## config.mk

```make
export PLATFORM = sky130hd
export DESIGN_NAME = lock_code_entry_flat
export DESIGN_NICKNAME = d
export VERILOG_FILES = /design/src/rtl/lock_pkg.sv /design/src/rtl/lock_code_entry_if.sv /design/src/rtl/lock_idle_timer.sv /design/src/rtl/lock_code_entry.sv /design/src/flat_wrapper.sv
export SDC_FILE = /design/constraint.sdc
export NUM_CORES = 1
export LEC_CHECK = 0
export BUFFER_PORTS_ARGS = -buffer_cell sky130_fd_sc_hd__buf_4
export CAP_MARGIN = 20
export CORE_MARGIN = 3
export CORE_UTILIZATION = 45
export DETAILED_ROUTE_END_ITERATION = 10
export PLACE_DENSITY_LB_ADDON = 0.15
export SKIP_LAST_GASP = 1
export SLEW_MARGIN = 20
export SYNTH_ARGS = -nofsm -noshare
export SYNTH_HDL_FRONTEND = slang
export SYNTH_SLANG_ARGS = --single-unit
```

## constraint.sdc

```tcl
create_clock -name clk -period 1.6 [get_ports clk]
set_input_delay 0.24 -clock clk [delete_from_list [all_inputs] [get_ports clk]]
set_output_delay 0.24 -clock clk [all_outputs]
set_load 0.05 [all_outputs]
```

## src/rtl/lock_pkg.sv

```systemverilog
// Shared definitions for the combination lock: FSM state encoding and default key codes.
// Both the code-entry front end and the lock checker import this package.
package lock_pkg;

    localparam int unsigned KEY_W = 4;

    // Entry FSM states
    typedef enum logic [1:0] {
        ST_IDLE    = 2'd0,
        ST_COLLECT = 2'd1,
        ST_PRESENT = 2'd2
    } lock_state_e;

    // Default keypad codes for the clear and enter keys
    localparam logic [KEY_W-1:0] KEY_CLR_DEF = 4'hC;
    localparam logic [KEY_W-1:0] KEY_ENT_DEF = 4'hE;

    // True for decimal digit keys 0-9
    function automatic logic is_digit(input logic [KEY_W-1:0] k);
        return (k <= 4'd9);
    endfunction

endpackage

```

## src/rtl/lock_code_entry_if.sv

```systemverilog
// Keypad / checker-side signal bundle of the code entry block.
//  master : keypad scanner and checker side (drives keys and code_ready)
//  slave  : lock_code_entry (drives the assembled code and status)
//  key_valid/key_code : key strobe and code
//  code_out/code_valid/code_ready : code handshake to the checker
//  digit_cnt/entry_active/short_err/timeout_err : status and error pulses
interface lock_code_entry_if #(
    parameter int unsigned DIGITS = 2
);
    logic                  key_valid;
    logic [3:0]            key_code;
    logic [4*DIGITS-1:0]   code_out;
    logic                  code_valid;
    logic                  code_ready;
    logic [3:0]            digit_cnt;
    logic                  entry_active;
    logic                  short_err;
    logic                  timeout_err;

    modport master (
        output key_valid, key_code, code_ready,
        input  code_out, code_valid, digit_cnt, entry_active, short_err, timeout_err
    );

    modport slave (
        input  key_valid, key_code, code_ready,
        output code_out, code_valid, digit_cnt, entry_active, short_err, timeout_err
    );
endinterface

```

## src/rtl/lock_idle_timer.sv

```systemverilog
// Inactivity timer for code entry. Counts cycles while run_i is high, restarts
// on restart_i, clears while not running and saturates at TIMEOUT_CYC-1.
//  clk, rst_n  : clock, async active-low reset
//  run_i       : count enable (entry in progress)
//  restart_i   : accepted key this cycle, restart from zero
//  expire_c_o  : combinational, high while running with the count at its last value
module lock_idle_timer #(
    parameter int unsigned TIMEOUT_CYC = 1000000
) (
    input  logic clk,
    input  logic rst_n,
    input  logic run_i,
    input  logic restart_i,
    output logic expire_c_o
);

    localparam int unsigned TW = (TIMEOUT_CYC > 1) ? $clog2(TIMEOUT_CYC) : 1;
    localparam logic [TW-1:0] LAST = TW'(TIMEOUT_CYC - 1);

    logic [TW-1:0] cnt_q;
    logic [TW-1:0] cnt_d;

    // Next count: clear when idle or restarted, otherwise count up and hold at LAST
    always_comb begin
        cnt_d = cnt_q;
        if (!run_i || restart_i) begin
            cnt_d = '0;
        end else if (cnt_q != LAST) begin
            cnt_d = cnt_q + TW'(1);
        end
    end

    always_ff @(posedge clk or negedge rst_n) begin
        if (!rst_n) begin
            cnt_q <= '0;
        end else begin
            cnt_q <= cnt_d;
        end
    end

    assign expire_c_o = run_i && (cnt_q == LAST);

endmodule

```

## src/rtl/lock_code_entry.sv

```systemverilog
// Keypad front end of the combination lock: collects BCD digits into a code
// word and presents it to the checker over valid/ready. Handles clear, enter,
// short entries and inactivity timeout.
//  clk, rst_n : clock, async active-low reset
//  bus        : lock_code_entry_if slave (key strobe in, code handshake and status out)
module lock_code_entry
    import lock_pkg::*;
#(
    parameter int unsigned DIGITS      = 2,
    parameter int unsigned TIMEOUT_CYC = 1000000,
    parameter logic [3:0]  KEY_CLR     = KEY_CLR_DEF,
    parameter logic [3:0]  KEY_ENT     = KEY_ENT_DEF
) (
    input  logic             clk,
    input  logic             rst_n,
    lock_code_entry_if.slave bus
);

    localparam int unsigned CODE_W   = 4 * DIGITS;
    localparam logic [3:0]  FULL_CNT = 4'(DIGITS);

    lock_state_e       state_q;
    logic [CODE_W-1:0] code_q;
    logic [3:0]        cnt_q;
    logic              valid_q;
    logic              active_q;
    logic              short_q;
    logic              tout_q;

    logic              key_digit_c;
    logic              key_clr_c;
    logic              key_ent_c;
    logic              restart_c;
    logic              run_c;
    logic              expire_c;
    logic [CODE_W+3:0] code_ext_c;
    logic [CODE_W-1:0] code_shift_c;

    assign key_digit_c = bus.key_valid && is_digit(bus.key_code);
    assign key_clr_c   = bus.key_valid && (bus.key_code == KEY_CLR);
    assign key_ent_c   = bus.key_valid && (bus.key_code == KEY_ENT);

    // New digit enters at the low nibble, oldest digit falls off the top
    assign code_ext_c   = {code_q, bus.key_code};
    assign code_shift_c = code_ext_c[CODE_W-1:0];

    // Any recognised key restarts the idle timer; unknown codes do not
    assign run_c     = (state_q == ST_COLLECT);
    assign restart_c = (state_q == ST_IDLE    && key_digit_c) ||
                       (state_q == ST_COLLECT && (key_digit_c || key_clr_c || key_ent_c));

    lock_idle_timer #(
        .TIMEOUT_CYC (TIMEOUT_CYC)
    ) u_idle_timer (
        .clk        (clk),
        .rst_n      (rst_n),
        .run_i      (run_c),
        .restart_i  (restart_c),
        .expire_c_o (expire_c)
    );

    // Entry FSM with registered outputs; a key in the expiry cycle takes priority
    always_ff @(posedge clk or negedge rst_n) begin
        if (!rst_n) begin
            state_q  <= ST_IDLE;
            code_q   <= '0;
            cnt_q    <= '0;
            valid_q  <= 1'b0;
            active_q <= 1'b0;
            short_q  <= 1'b0;
            tout_q   <= 1'b0;
        end else begin
            short_q <= 1'b0;
            tout_q  <= 1'b0;
            case (state_q)
                ST_IDLE: begin
                    if (key_digit_c) begin
                        code_q   <= CODE_W'(bus.key_code);
                        cnt_q    <= 4'd1;
                        active_q <= 1'b1;
                        state_q  <= ST_COLLECT;
                    end
                end
                ST_COLLECT: begin
                    if (key_digit_c) begin
                        if (cnt_q < FULL_CNT) begin
                            code_q <= code_shift_c;
                            cnt_q  <= cnt_q + 4'd1;
                        end
                    end else if (key_clr_c) begin
                        code_q   <= '0;
                        cnt_q    <= '0;
                        active_q <= 1'b0;
                        state_q  <= ST_IDLE;
                    end else if (key_ent_c) begin
                        active_q <= 1'b0;
                        if (cnt_q == FULL_CNT) begin
                            valid_q <= 1'b1;
                            state_q <= ST_PRESENT;
                        end else begin
                            short_q <= 1'b1;
                            code_q  <= '0;
                            cnt_q   <= '0;
                            state_q <= ST_IDLE;
                        end
                    end else if (expire_c) begin
                        tout_q   <= 1'b1;
                        code_q   <= '0;
                        cnt_q    <= '0;
                        active_q <= 1'b0;
                        state_q  <= ST_IDLE;
                    end
                end
                ST_PRESENT: begin
                    if (valid_q && bus.code_ready) begin
                        valid_q <= 1'b0;
                        code_q  <= '0;
                        cnt_q   <= '0;
                        state_q <= ST_IDLE;
                    end
                end
                default: begin
                    state_q <= ST_IDLE;
                end
            endcase
        end
    end

    assign bus.code_out     = code_q;
    assign bus.code_valid   = valid_q;
    assign bus.digit_cnt    = cnt_q;
    assign bus.entry_active = active_q;
    assign bus.short_err    = short_q;
    assign bus.timeout_err  = tout_q;

endmodule

```

## src/flat_wrapper.sv

```systemverilog
// flat-port wrapper written by rule: the top's interface ports become plain ports
module lock_code_entry_flat import lock_pkg::*;
#(
    parameter int unsigned DIGITS      = 2,
    parameter int unsigned TIMEOUT_CYC = 1000000,
    parameter logic [3:0]  KEY_CLR     = KEY_CLR_DEF,
    parameter logic [3:0]  KEY_ENT     = KEY_ENT_DEF
)
  (clk, rst_n, bus_key_valid, bus_key_code, bus_code_ready, bus_code_out, bus_code_valid, bus_digit_cnt, bus_entry_active, bus_short_err, bus_timeout_err);
  lock_code_entry_if #(.DIGITS(DIGITS)) bus_i ();
  input  logic clk;
  input  logic rst_n;
  input wire logic [$bits(bus_i.key_valid)-1:0] bus_key_valid;
  input wire logic [$bits(bus_i.key_code)-1:0] bus_key_code;
  input wire logic [$bits(bus_i.code_ready)-1:0] bus_code_ready;
  output wire logic [$bits(bus_i.code_out)-1:0] bus_code_out;
  output wire logic [$bits(bus_i.code_valid)-1:0] bus_code_valid;
  output wire logic [$bits(bus_i.digit_cnt)-1:0] bus_digit_cnt;
  output wire logic [$bits(bus_i.entry_active)-1:0] bus_entry_active;
  output wire logic [$bits(bus_i.short_err)-1:0] bus_short_err;
  output wire logic [$bits(bus_i.timeout_err)-1:0] bus_timeout_err;
  assign bus_i.key_valid = bus_key_valid;
  assign bus_i.key_code = bus_key_code;
  assign bus_i.code_ready = bus_code_ready;
  assign bus_code_out = bus_i.code_out;
  assign bus_code_valid = bus_i.code_valid;
  assign bus_digit_cnt = bus_i.digit_cnt;
  assign bus_entry_active = bus_i.entry_active;
  assign bus_short_err = bus_i.short_err;
  assign bus_timeout_err = bus_i.timeout_err;
  lock_code_entry #(.DIGITS(DIGITS), .TIMEOUT_CYC(TIMEOUT_CYC), .KEY_CLR(KEY_CLR), .KEY_ENT(KEY_ENT)) u_core (.clk(clk), .rst_n(rst_n), .bus(bus_i));
endmodule
```

==> impl_metrics.sql <==
INSERT INTO impl_metrics (metric_group, metric, value, unit) VALUES
('cells_and_area', 'antenna-diode-count', '0', ''),
('logic_synthesis', 'ys.warnings.count', '0', ''),
('setup_path', 'critical_path.slowest_cell', 'sky130_fd_sc_hd__dfrtp_2', ''),
('grt', 'grt_antenna_before_repair', '0', ''),
('placement', 'detailedPlace.worstSlack', '-169', 'ps'),
('cts', 'clock_transition_time_at_the_flip_flop_clock_pins_of_the_worst_setup_and_hold_paths', '70', 'ps'),
('sta', 'achievable-frequency', '613', 'MHz'),
('setup_path', 'critical_path_arrival', '1850', 'ps'),
('power', 'static-leakage-power', '1.38', 'nW'),
('setup_path', 'critPathLaunchType', 'register', ''),
('detailed_routing', 'initialDrtViolationCount', '89', ''),
('grt', 'grt_pass1_wl', '8600', 'µm'),
('setup_path', 'worstSetupEndpointType', 'register', ''),
('cells_and_area', 'final_design_area_no_fill', '2950', 'µm²'),
('placement', 'gp_congestion', '0.844', ''),
('sta', 'final_setup_tns', '-152', 'ps'),
('detailed_routing', 'detail_route.vias_per_cell', '5.64', ''),
('power', 'clock_power_share', '0.179', ''),
('logic_synthesis', 'syn_nets', '217', ''),
('status', 'violated_checks', 'setup timing', ''),
('power', 'power.density_cell_area', '1230', 'nW/µm²'),
('setup_path', 'worst-r2r-cell-count', '7', ''),
('sta', 'period_needed', '1630', 'ps'),
('cells_and_area', 'final_core_utilization', '0.669', ''),
('power', 'power.sequential.fraction', '0.333', ''),
('power', 'power.share.combinational', '0.488', ''),
('floorplanning', 'num_ports', '24', ''),
('placement', 'dp_cells', '311', ''),
('setup_path', 'timing_worst_setup_path_type', 'register to register', ''),
('floorplanning', 'std_cell_rows', '24', ''),
('floorplanning', 'design.die.area', '5480', 'µm²'),
('logic_synthesis', 'synthArstFlopShare', '1.00', ''),
('detailed_routing', 'final_antenna_violating_net_count', '0', ''),
('logic_synthesis', 'postSynthAreaPerCell', '10.3', 'µm²'),
('logic_synthesis', 'post_synth_inst_count', '202', ''),
('placement', 'buffer_ports.inserted', '23', ''),
('status', 'run_status', 'finished, violations left', ''),
('sta', 'final_critical_path_setup_slack', '-31.8', 'ps'),
('grt', 'first_global_vias', '1833', ''),
('cells_and_area', 'post_route_cells_drive_above_1_share', '0.430', ''),
('sta', 'unrepaired_setup_endpoints_after_global_routing', 'true', ''),
('sta', 'relSlewSlack', '0.683', ''),
('floorplanning', 'initial_utilization', '0.472', ''),
('sta', 'tightest_slew', '476', 'ps'),
('sta', 'setup-violations-final', '10', ''),
('floorplanning', 'chipHeight', '74.0', 'µm'),
('hold_path', 'hold_path.startpoint', 'bus_key_code[3]', ''),
('job', 'cap_viol_max_count', '0', ''),
('detailed_routing', 'drt_wl_total', '5210', 'µm'),
('detailed_routing', 'average_wire_per_cell_in_the_routed_design', '15.7', 'µm'),
('logic_synthesis', 'seq_area_frac_synth', '0.457', ''),
('power', 'largest_vdd_supply_drop', '805', 'µV'),
('sta', 'finClkSkew', '2.46', 'ps'),
('setup_path', 'cp_slowest_stage_delay', '410', 'ps'),
('logic_synthesis', 'synth.lib_cells_used.distinct', '51', ''),
('setup_path', 'timing.critical_path.fanout_max', '6', ''),
('placement', 'place_area', '2650', 'µm²'),
('sta', 'whs', '229', 'ps'),
('power', 'netSwitchingFraction', '0.410', ''),
('grt', 'grt_remaining_overflow', '0', ''),
('logic_synthesis', 'ys_ff_latch', '38', ''),
('floorplanning', 'die_width', '74.0', 'µm'),
('cells_and_area', 'area_growth', '41.8', '%'),
('setup_path', 'cp.required', '1810', 'ps'),
('power', 'p_total', '3.62', 'mW'),
('setup_path', 'crit_path_start', 'u_core.bus.digit_cnt[0]$_DFFE_PN0P_', ''),
('cts', 'cts_max_path_buffers', '2', ''),
('detailed_routing', 'drc_errors', '0', ''),
('sta', 'post-route-period-util', '1.02', ''),
('sta', 'report.final.slew_viol_count', '0', ''),
('floorplanning', 'core-area', '4410', 'µm²');
-- cells in the final DEF, fill, tap and decap left out, types with 2 or more instances in the layout --
| cell | count |
|---|---|
| sky130_fd_sc_hd__buf_4 | 70 |
| sky130_fd_sc_hd__dfrtp_1 | 32 |
| sky130_fd_sc_hd__nor2_1 | 21 |
| sky130_fd_sc_hd__nand2_1 | 15 |
| sky130_fd_sc_hd__xor2_1 | 10 |
| sky130_fd_sc_hd__inv_1 | 7 |
| sky130_fd_sc_hd__nand3_1 | 7 |
| sky130_fd_sc_hd__a22o_1 | 7 |
| sky130_fd_sc_hd__mux2i_1 | 6 |
| sky130_fd_sc_hd__dfrtp_2 | 6 |
| sky130_fd_sc_hd__nand4_1 | 5 |
| sky130_fd_sc_hd__a31oi_1 | 5 |
| sky130_fd_sc_hd__clkbuf_8 | 5 |
| sky130_fd_sc_hd__inv_2 | 4 |
| sky130_fd_sc_hd__ha_4 | 4 |
| sky130_fd_sc_hd__and4_1 | 3 |
| sky130_fd_sc_hd__o21ai_1 | 3 |
| sky130_fd_sc_hd__nor3_1 | 3 |
| sky130_fd_sc_hd__nor2_4 | 3 |
| sky130_fd_sc_hd__a21oi_1 | 3 |
| sky130_fd_sc_hd__xnor2_1 | 3 |
| sky130_fd_sc_hd__o211ai_1 | 3 |
| sky130_fd_sc_hd__ha_1 | 3 |
| sky130_fd_sc_hd__and3_1 | 2 |
| sky130_fd_sc_hd__nand4_2 | 2 |
| sky130_fd_sc_hd__and4bb_1 | 2 |
| sky130_fd_sc_hd__o21ai_2 | 2 |
| sky130_fd_sc_hd__and2_1 | 2 |
| sky130_fd_sc_hd__o22ai_1 | 2 |
| sky130_fd_sc_hd__buf_6 | 2 |
-- flip-flops by register name, summed over array words and instances (netlist names) --
register and flops:
u_core.bus.timeout_err 1, u_core.bus.code_out 8, u_core.u_idle_timer.cnt_q 20, u_core.bus.code_valid 1, u_core.bus.digit_cnt 4, u_core.bus.entry_active 1
u_core.state_q 2, u_core.bus.short_err 1
-- worst paths after layout --
| check | to | slack [ps] |
|---|---|---|
| setup reg to reg | u_core.bus.code_out[0]$_DFFE_PN0P_ | -30 |
| setup / recovery | u_core.bus.code_out[0]$_DFFE_PN0P_ | -30 |
| min in group asynchronous | u_core.bus.code_valid$_DFFE_PN0P_ | 450 |
| max in group asynchronous | u_core.bus.digit_cnt[3]$_DFFE_PN0P_ | 790 |
| hold reg to reg | u_core.bus.code_out[7]$_DFFE_PN0P_ | 510 |
| hold / removal | u_core.bus.code_out[3]$_DFFE_PN0P_ | 230 |
-- cell usage after synthesis (2+ instances only) --
cell,number,area share
sky130_fd_sc_hd__o22ai_1,2,0.0060
sky130_fd_sc_hd__a22o_1,7,0.029
sky130_fd_sc_hd__mux2i_1,6,0.029
sky130_fd_sc_hd__clkbuf_1,2,0.0036
sky130_fd_sc_hd__xnor2_1,4,0.017
sky130_fd_sc_hd__o21ai_2,2,0.0084
sky130_fd_sc_hd__nor3_1,3,0.0072
sky130_fd_sc_hd__and4_1,5,0.021
sky130_fd_sc_hd__and3_1,2,0.0060
sky130_fd_sc_hd__and2_1,2,0.0060
sky130_fd_sc_hd__inv_1,11,0.020
sky130_fd_sc_hd__nor3_2,2,0.0096
sky130_fd_sc_hd__and4bb_1,2,0.012
sky130_fd_sc_hd__buf_2,2,0.0048
sky130_fd_sc_hd__nand2_1,16,0.029
sky130_fd_sc_hd__a21oi_1,3,0.0072
sky130_fd_sc_hd__o211ai_1,3,0.011
sky130_fd_sc_hd__nand3_1,8,0.019
sky130_fd_sc_hd__nor2_2,2,0.0060
sky130_fd_sc_hd__ha_1,7,0.042
sky130_fd_sc_hd__a211oi_1,2,0.0072
sky130_fd_sc_hd__nand4_1,5,0.015
sky130_fd_sc_hd__nor2_1,22,0.040
sky130_fd_sc_hd__xor2_1,10,0.042
sky130_fd_sc_hd__o21ai_1,3,0.0072
sky130_fd_sc_hd__nand4_2,2,0.012
sky130_fd_sc_hd__a31oi_1,5,0.015
sky130_fd_sc_hd__dfrtp_1,38,0.46
sky130_fd_sc_hd__buf_6,2,0.011
-- layout make-up --
| cell class | instances | area (µm²) |
|---|---|---|
| clock buffer | 6 | 72.6 |
| clock inverter | 2 | 13.8 |
| fill | 358 | 1460 |
| inverter | 11 | 41.3 |
| multi-input combinational | 148 | 1220 |
| sequential | 38 | 958 |
| tap | 52 | 65.1 |
| timing repair buffer | 74 | 578 |
-- logic make-up (layout without fill, tap and decap cells) --
logic type                 count (synthesis)  in the layout  share of synthesized area
AOI/OAI and AO/OA                         37             38                      0.136
DFF                                       38             38                      0.457
xor gates and xnor gates                  14             14                     0.0589
adders and majority gates                  7              7                     0.0421
buffers and inverters                     17             93                     0.0391
and+or+nand+nor                           82             82                      0.233
muxes                                      7              7                     0.0343
-- critical path, delay by kind of cell, from the launching register on --
kind	cells	cell delay, ps
AOI/OAI and AO/OA	2	510
adders and majority gates	1	150
buffers and inverters	1	70
DFF	1	410
muxes	1	230
and+or+nand+nor	2	190
-- power by group through the flow --
stage	Sequential, mW	Clock (mW)	Combinational, mW
after floorplan	1.58	0	0.632
after global placement	1.22	0	1.55
after detailed placement	1.23	0	1.57
after CTS	1.21	0.670	1.72
after global routing	1.23	0.719	1.90
final	1.21	0.649	1.77
-- routing by layer --
layer	global-route usage	vias to the layer above	part of all wire
li1	-	894	-
met4	0.0765	0	0.014
met5	0	-	0
met3	0.0446	8	0.039
met2	0.312	42	0.46
met1	0.284	922	0.48
-- what timing repair did --
action	4_1_cts	5_1_grt
gates cloned	1	0
endpoints found under the setup margin	16	25
hold buffers	1	0
endpoints found under the hold margin	38	0
pin swaps	10	12
setup buffers	6	4
gates resized for setup	14	13
Note: power is estimated with default switching activity, not from simulation.
